<file path="src/rtl/pc_ctrl_pkg.sv">
// pc_ctrl_pkg: shared types and constants for the program-counter step controller.
//   state_t     : controller FSM states (STEP exists only with PC_SINGLE_STEP_EN)
//   PCSEL_*     : pc_sel encodings understood by the PC register
//   ADDR_W      : program counter width
// Optional feature macro: PC_SINGLE_STEP_EN
package pc_ctrl_pkg;

    localparam int unsigned ADDR_W = 8;

    localparam logic [1:0] PCSEL_HOLD   = 2'b00;
    localparam logic [1:0] PCSEL_INC    = 2'b01;
    localparam logic [1:0] PCSEL_TARGET = 2'b10;
    localparam logic [1:0] PCSEL_ZERO   = 2'b11;

`ifdef PC_SINGLE_STEP_EN
    typedef enum logic [2:0] {
        ST_BOOT,
        ST_RUN,
        ST_WAIT_IN,
        ST_HALT,
        ST_STEP
    } state_t;
`else
    typedef enum logic [1:0] {
        ST_BOOT,
        ST_RUN,
        ST_WAIT_IN,
        ST_HALT
    } state_t;
`endif

endpackage

</file>
<file path="src/rtl/pc_step_controller_button_debounce.sv">
// button_debounce: turns a raw active-low asynchronous pushbutton into a
// single-cycle press pulse.
//   clk, reset : system clock, synchronous active-high reset
//   button_n   : raw pushbutton, active-low, asynchronous
//   press      : one-cycle pulse once the button has been seen low for
//                DEB_CYCLES consecutive synchronised cycles
// Parameters: DEB_CYCLES (1..255), DEB_W (counter width).
// Latency from a stable low on button_n to press is DEB_CYCLES+2 cycles.
module button_debounce #(
    parameter int unsigned DEB_CYCLES = 4,
    parameter int unsigned DEB_W      = 8
) (
    input  logic clk,
    input  logic reset,
    input  logic button_n,
    output logic press
);

    localparam logic [DEB_W-1:0] CNT_MAX = DEB_W'(DEB_CYCLES);
    localparam logic [DEB_W-1:0] CNT_PRE = DEB_W'(DEB_CYCLES - 1);

    logic             sync1;
    logic             sync2;
    logic [DEB_W-1:0] cnt;

    // Counter saturates at CNT_MAX so a held button yields one pulse; the
    // pulse is registered on the increment that reaches CNT_MAX.
    always_ff @(posedge clk) begin
        if (reset) begin
            sync1 <= 1'b1;
            sync2 <= 1'b1;
            cnt   <= '0;
            press <= 1'b0;
        end else begin
            sync1 <= button_n;
            sync2 <= sync1;
            press <= 1'b0;
            if (sync2) begin
                cnt <= '0;
            end else if (cnt != CNT_MAX) begin
                cnt   <= cnt + 1'b1;
                press <= (cnt == CNT_PRE);
            end
        end
    end

endmodule

</file>
<file path="src/rtl/pc_step_controller.sv">
// pc_step_controller: control FSM sequencing the program counter.
// Each cycle chooses hold / increment / load target / clear for the PC and
// handles halt, wait-for-user-input and restart from the debounced button.
// Ports:
//   clk, reset      : system clock, synchronous active-high reset
//   op_halt         : decoded HALT at current PC
//   op_input        : decoded IN (waits for user confirmation)
//   op_jump         : decoded J/JAL
//   op_branch       : decoded conditional branch
//   alu_cond        : ALU branch condition
//   step_mode       : single-step enable (only with PC_SINGLE_STEP_EN)
//   button_n        : raw pushbutton, active-low, asynchronous
//   pc_we, pc_sel   : PC register write enable / source select
//   link_we         : write PC+1 to link register (jump)
//   in_ack          : one-cycle pulse, user input accepted
//   retire          : one-cycle pulse per completed instruction
//   halted, waiting : status while in HALT / WAIT_IN
//   press           : debounced press pulse (debug)
// Optional feature macro: PC_SINGLE_STEP_EN
module pc_step_controller
    import pc_ctrl_pkg::*;
#(
    parameter int unsigned DEB_CYCLES = 4,
    parameter int unsigned DEB_W      = 8
) (
    input  logic       clk,
    input  logic       reset,
    input  logic       op_halt,
    input  logic       op_input,
    input  logic       op_jump,
    input  logic       op_branch,
    input  logic       alu_cond,
`ifdef PC_SINGLE_STEP_EN
    input  logic       step_mode,
`endif
    input  logic       button_n,
    output logic       pc_we,
    output logic [1:0] pc_sel,
    output logic       link_we,
    output logic       in_ack,
    output logic       retire,
    output logic       halted,
    output logic       waiting,
    output logic       press
);

    state_t state;
    state_t state_next;

    button_debounce #(
        .DEB_CYCLES (DEB_CYCLES),
        .DEB_W      (DEB_W)
    ) u_debounce (
        .clk      (clk),
        .reset    (reset),
        .button_n (button_n),
        .press    (press)
    );

    always_ff @(posedge clk) begin
        if (reset) begin
            state <= ST_BOOT;
        end else begin
            state <= state_next;
        end
    end

    always_comb begin
        state_next = state;
        pc_we      = 1'b0;
        pc_sel     = PCSEL_HOLD;
        link_we    = 1'b0;
        in_ack     = 1'b0;
        retire     = 1'b0;
        halted     = 1'b0;
        waiting    = 1'b0;

        // While reset is held the outputs stay quiet with pc_sel pointing at
        // ZERO, rather than showing the BOOT write early.
        if (reset) begin
            pc_sel     = PCSEL_ZERO;
            state_next = ST_BOOT;
        end else begin
            case (state)
                ST_BOOT: begin
                    pc_we      = 1'b1;
                    pc_sel     = PCSEL_ZERO;
                    state_next = ST_RUN;
                end
                ST_RUN: begin
                    if (op_halt) begin
                        retire     = 1'b1;
                        state_next = ST_HALT;
                    end else if (op_input) begin
                        state_next = ST_WAIT_IN;
                    end else begin
                        pc_we  = 1'b1;
                        retire = 1'b1;
                        if (op_jump) begin
                            pc_sel  = PCSEL_TARGET;
                            link_we = 1'b1;
                        end else if (op_branch && alu_cond) begin
                            pc_sel = PCSEL_TARGET;
                        end else begin
                            pc_sel = PCSEL_INC;
                        end
`ifdef PC_SINGLE_STEP_EN
                        if (step_mode) begin
                            state_next = ST_STEP;
                        end
`endif
                    end
                end
                ST_WAIT_IN: begin
                    waiting = 1'b1;
                    if (press) begin
                        in_ack     = 1'b1;
                        pc_we      = 1'b1;
                        pc_sel     = PCSEL_INC;
                        retire     = 1'b1;
                        state_next = ST_RUN;
                    end
                end
                ST_HALT: begin
                    halted = 1'b1;
                    if (press) begin
                        state_next = ST_BOOT;
                    end
                end
`ifdef PC_SINGLE_STEP_EN
                ST_STEP: begin
                    if (press) begin
                        state_next = ST_RUN;
                    end
                end
`endif
                default: begin
                    state_next = ST_BOOT;
                end
            endcase
        end
    end

endmodule

</file>
<file path="config.mk">
export PLATFORM = sky130hd
export DESIGN_NAME = pc_step_controller
export DESIGN_NICKNAME = d
export VERILOG_FILES = /design/src/rtl/pc_ctrl_pkg.sv /design/src/rtl/pc_step_controller_button_debounce.sv /design/src/rtl/pc_step_controller.sv
export SDC_FILE = /design/constraint.sdc
export NUM_CORES = 1
export LEC_CHECK = 0
export ABC_AREA = 1
export CAP_MARGIN = 20
export CORE_AREA = 2 2 52 54
export CTS_BUF_LIST = sky130_fd_sc_hd__clkbuf_4 sky130_fd_sc_hd__clkbuf_8 sky130_fd_sc_hd__clkbuf_16
export DETAILED_ROUTE_END_ITERATION = 7
export DIE_AREA = 0 0 54 56
export GPL_TIMING_DRIVEN = 0
export PLACE_DENSITY = 0.64
export SLEW_MARGIN = 5
export SYNTH_ARGS = -nofsm -noshare
export SYNTH_HDL_FRONTEND = slang
export SYNTH_SLANG_ARGS = --single-unit
</file>
<file path="constraint.sdc">
create_clock -name clk -period 1.46 [get_ports clk]
set_input_delay 0.292 -clock clk [delete_from_list [all_inputs] [get_ports clk]]
set_output_delay 0.292 -clock clk [all_outputs]
set_load 0.01 [all_outputs]
</file>
## Word-level counts from Yosys, hierarchy flattened

Cells that the tools add are included.
Widths: inputs -> output; s select.

- Bits in registers: 13
- Output and inout bits: 9
- Word-level logic and storage cells: 51

- Add/subtract/negate cells: 1
- Equal/unequal tests: 8
- Multiplexer cells: 31
- Bitwise operators: 1
- Reduce and logical (&&, ||, !) cells: 5

Operators by type and width:

| kind | number |
|---|---|
| $mux 1 | 18 |
| $mux 2 | 9 |
| $add 8x1->8 const B | 1 |
| $eq 8x2->1 const B | 1 |
| $ne 8x3->1 const B | 1 |
| $pmux 2 s4 | 1 |
| $pmux 2 s3 | 1 |
| $eq 2x2->1 const B | 2 |
| $ne 2x1->1 const B | 2 |
| $ne 3x3->1 const B | 1 |
| $pmux 1 s3 | 1 |
| $reduce_and 3->1 | 1 |
| $reduce_or 3->1 | 1 |
| $eq 2x1->1 const B | 1 |
| $logic_not 2->1 | 1 |
| $pmux 1 s2 | 1 |
| $reduce_or 2->1 | 1 |
| $logic_and 1x1->1 | 1 |
| $not 1->1 | 1 |

## Longest topological paths before layout

- Word-level depth: 7
- Gate-level depth with buffers: 7
- Mapped depth without buffers: 7

## Cells and area by module

From an unflattened synthesis, not the netlist that was laid out.

- Cell total of the unflattened synthesis: 123
- Area total of the unflattened synthesis: 817.0 sq um

By module, submodules not included:

| module | instances | cells each | area an instance (sq um) | sequential area each (sq um) |
|---|---|---|---|---|
| button_debounce | 1 | 71 | 509.2 | 220.2 |
| pc_step_controller | 1 | 52 | 307.8 | 40.0 |

## Worst setup path before layout

Ideal clock, no wire load.

- Kind: reg2out
- From: register state[0]
- To: output pc_sel[0]
- Arrival: 995 ps
- Required time: 1168 ps
- Slack: 173 ps
- Cell stages (with the launch flop): 7
- Buffers on the path: 0
- Cell sequence: dfxtp_1 > inv_1 > ha_1 > nand2_1 > nand3_1 > nand3_1 > nand2_1

- Cells in the longest elaborated chain, start to end: 3

RTL lines:

| what | line | text |
|---|---|---|
| start: declaration | pc_step_controller.sv:47 | `state_t state;` |
| start signal: assignment | pc_step_controller.sv:64 | `state <= state_next;` |
| $eq 2x2->1, or another cell as far along | pc_step_controller.sv:84 | `case (state)` |
| $pmux 2 s3 * | pc_step_controller.sv:84 |  |
| $mux 2 * | pc_step_controller.sv:80 | `if (reset) begin` |
| end: declaration | pc_step_controller.sv:38 | `output logic [1:0] pc_sel,` |

Every way passes the cells marked *; elsewhere a longest branch is shown, timed or not.

## Worst setup path in the final report

- From: register state[1]
- To: output pc_sel[0]

The elaborated chain is that of the path after synthesis.

==> results.py <==
metrics = {
    "layout": {
        "drive_above_1_share_pct": 29.7,
        "nets": 164,
        "stdcell_count": 178,
        "n_antenna_cell": 0,
        "areaGrowthSynthToFinish_pct": 38.0,
    },
    "worst_setup_path": {
        "cpMostUsedCell": "nand3_1",
        "r2r_slack_ns": 0.18,
        "path_cells": "buf_4 > ha_4 > nand2_4 > nand3_1 > nand3_1 > nand2_1 > buf_2",
        "crit_path_end": "pc_sel[0]",
        "cp.required_ns": 1.17,
        "path_max_fanout": 4,
        "cp-start-kind": "flip-flop",
        "crit_start": "state[1]",
        "endpoint_kind": "output pin",
        "r2r_start": "state[1]",
        "crit_arrival_ns": 1.38,
        "reg2reg_depth": 6,
        "path_class": "flip-flop to output pin",
        "cpPeakStageDelay_ns": 0.36,
        "reg2reg_to": "state[0]",
        "critical_path.slowest_cell": "dfxtp_4",
    },
    "floorplanning": {
        "dieArea_um2": 3020,
        "die_y_um": 56,
        "io_pins": 17,
        "rows": 18,
        "fp.dieW_um": 54,
        "start_util_pct": 33.3,
        "core_area_um2": 2430,
    },
    "drt": {
        "drc_errors": 0,
        "top_layer": "met4",
        "wl_met3_um": 109,
        "dr.pass1.iters": 4,
        "wire_per_inst_um": 10.7,
        "routed_wl_um": 1900,
        "vias_per_cell": 4.50,
        "dr_wl_met2_um": 1010,
        "postRouteAntennaNets": 0,
        "vias": 801,
        "drt-initial-drc-count": 12,
        "wl_met1_um": 737,
    },
    "sta": {
        "relSlewSlack_pct": 84.6,
        "skew_ns": 0.000465,
        "period_minus_slack_ns": 1.67,
        "setup_violations": 7,
        "fin_crit_sh_pct": 114,
        "timing.hold.ws_ns": 0.334,
        "fmax_ghz": 0.599,
        "slew_viol_final": 0,
        "fin_setup_tns_ns": -0.867,
        "grt_setup_unrepaired": "yes",
        "hold_violations": 0,
        "worst_slack_ns": -0.209,
        "worst_pin_slew_ns": 0.230,
    },
    "power": {
        "p_int_mw": 0.768,
        "p_seq_share_pct": 35.0,
        "leakage_nw": 0.510,
        "power_density_nw_per_um2": 1090,
        "combPwrFrac_pct": 44.5,
        "ir_drop_mv": 0.590,
        "switching_share_pct": 37.0,
        "clockPowerShare_pct": 20.5,
        "p_sw_mw": 0.451,
        "finalPower_mw": 1.22,
    },
    "hold_path": {
        "min_path_type": "input port to flip-flop",
    },
    "outcome": {
        "violations": "negative setup slack",
        "status": "finished, violations left",
    },
    "clock_tree": {
        "cts_root_buffer": "clkbuf_4",
        "numCtsBuffers": 3,
        "cts.sinks": 13,
        "cts-htree-levels": 1,
        "clk_pin_slew_ns": 0.08,
        "cts_tree": "yes",
        "clockBufferDepth": 2,
        "clk_latency_ns": 0.29,
    },
    "global_routing": {
        "grt_usage_pct": 13.4,
        "grt_max_degree": 10,
        "grt_pass1_wl_um": 3040,
        "grt_pass1_vias": 767,
        "grt_overflow": 0,
        "antenna_found_initial": 0,
    },
    "placement": {
        "dp_hpwl_um": 1340,
        "place_congestion": 0.876,
        "dp_slack_ns": -0.569,
        "post-place-cells": 169,
        "portBuffers": 15,
    },
    "synthesis": {
        "synth_top_area_share_pct": 32.1,
        "yosysTopAreaCell": "dfxtp_1",
        "synth_most_common_cell": "nand2_1",
        "synth_fp_nets": 139,
        "synth.distinct_cells": 22,
        "async_reset_ff_share_pct": 0,
        "synth_area_um2": 810,
        "synthCells": 124,
        "yosysSeqAreaShare_pct": 32.1,
        "yosys_warnings": 0,
        "synth_ff_type": "dfxtp_1",
        "synth-seq-cells": 13,
        "yosys-top-cells-area": "dfxtp_1 (32%), nand2_1 (15%), ha_1 (11%)",
        "synth_commonest_cells": "nand2_1 (32), nor2_1 (21), inv_1 (15)",
        "avgSynthCellArea_um2": 6.53,
        "synth_edf_count": 0,
    },
    "flow_run": {
        "drv_cap": 0,
    },
}
how the worst min path moves through the flow:
stage	depth (start not counted)	start	endpoint	slack, ns
after floorplan	1	u_debounce.sync1	u_debounce.sync2	0.38
after global placement	1	u_debounce.sync1	u_debounce.sync2	0.40
after detailed placement	1	u_debounce.sync1	u_debounce.sync2	0.40
after CTS	2	reset	u_debounce.sync2	0.34
after global routing	2	reset	u_debounce.sync2	0.36
final	2	reset	u_debounce.sync2	0.33
cell usage in the layout (no fill, tap or decap), types with 2 or more instances in the layout:
master,instances
nand4_1,2
dfxtp_1,10
or2_1,2
nor2_1,20
inv_1,11
clkdlybuf4s50_1,4
nand3_2,2
dlymetal6s2s_1,2
nand3_1,7
o21ai_0,2
nand2_2,2
clkbuf_4,4
ha_1,3
ha_4,3
inv_4,2
dfxtp_4,2
nand2_1,29
buf_4,4
inv_2,6
nor2_2,4
a21oi_1,4
buf_2,8
buf_6,2
critical path, delay by kind of cell, from the launching register on:
family | cells | cell delay, ns
adders and majority gates | 1 | 0.17
buffers and inverters | 2 | 0.27
DFF | 1 | 0.36
and+or+nand+nor | 4 | 0.29
cell type report:
| class | count | area, um^2 |
|---|---|---|
| Fill cell | 253 | 1320 |
| Multi-Input combinational cell | 90 | 534 |
| Sequential cell | 13 | 269 |
| Timing Repair Buffer | 20 | 161 |
| Inverter | 20 | 80.1 |
| Tap cell | 30 | 37.5 |
| Clock buffer | 4 | 30.0 |
| Buffer | 1 | 5.00 |
cell families after synthesis:
group | Yosys count | synth area share (%)
AND/OR/NAND/NOR | 72 | 38.8
flip-flops | 13 | 32.1
XOR/XNOR | 2 | 2.16
AO/OA/AOI/OAI | 9 | 6.18
buffers and inverters | 21 | 9.89
adder cells (fa/ha/maj) | 7 | 10.8
through the flow:
step	cell area [um^2]	utilization, %
finish	1120	45.9
global route	1120	45.9
CTS	1070	44.0
detailed placement	997	41.0
global placement	997	41.0
floorplan	810	-
state kept, by name, indices dropped and copies added, names as in the netlist:
name              count
u_debounce.cnt        8
state                 2
u_debounce.sync1      1
u_debounce.press      1
u_debounce.sync2      1
metal layers:
| metal | up-vias | GRT usage [%] |
|---|---|---|
| li1 | 427 | - |
| met1 | 343 | 12.8 |
| met2 | 26 | 25.8 |
| met3 | 5 | 1.88 |
| met4 | 0 | 6.79 |
| met5 | - | 0 |
power by group through the flow:
stage / combinational [mW] / sequential, mW / clock (mW)
2_1_floorplan: 0.272 / 0.407 / 0
3_3_place_gp: 0.410 / 0.412 / 0
3_5_place_dp: 0.418 / 0.413 / 0
4_1_cts: 0.466 / 0.433 / 0.252
5_1_grt: 0.612 / 0.432 / 0.261
6_report: 0.542 / 0.427 / 0.250
what timing repair did:
item / 4_1_cts / 5_1_grt
hold endpoints to repair: 0 / 0
resized for setup: 50 / 13
setup buffers: 3 / 2
setup endpoints to repair: 9 / 7
hold buffers: 0 / 0
pin swaps: 2 / 5
Note: power is estimated with default switching activity, not from simulation.
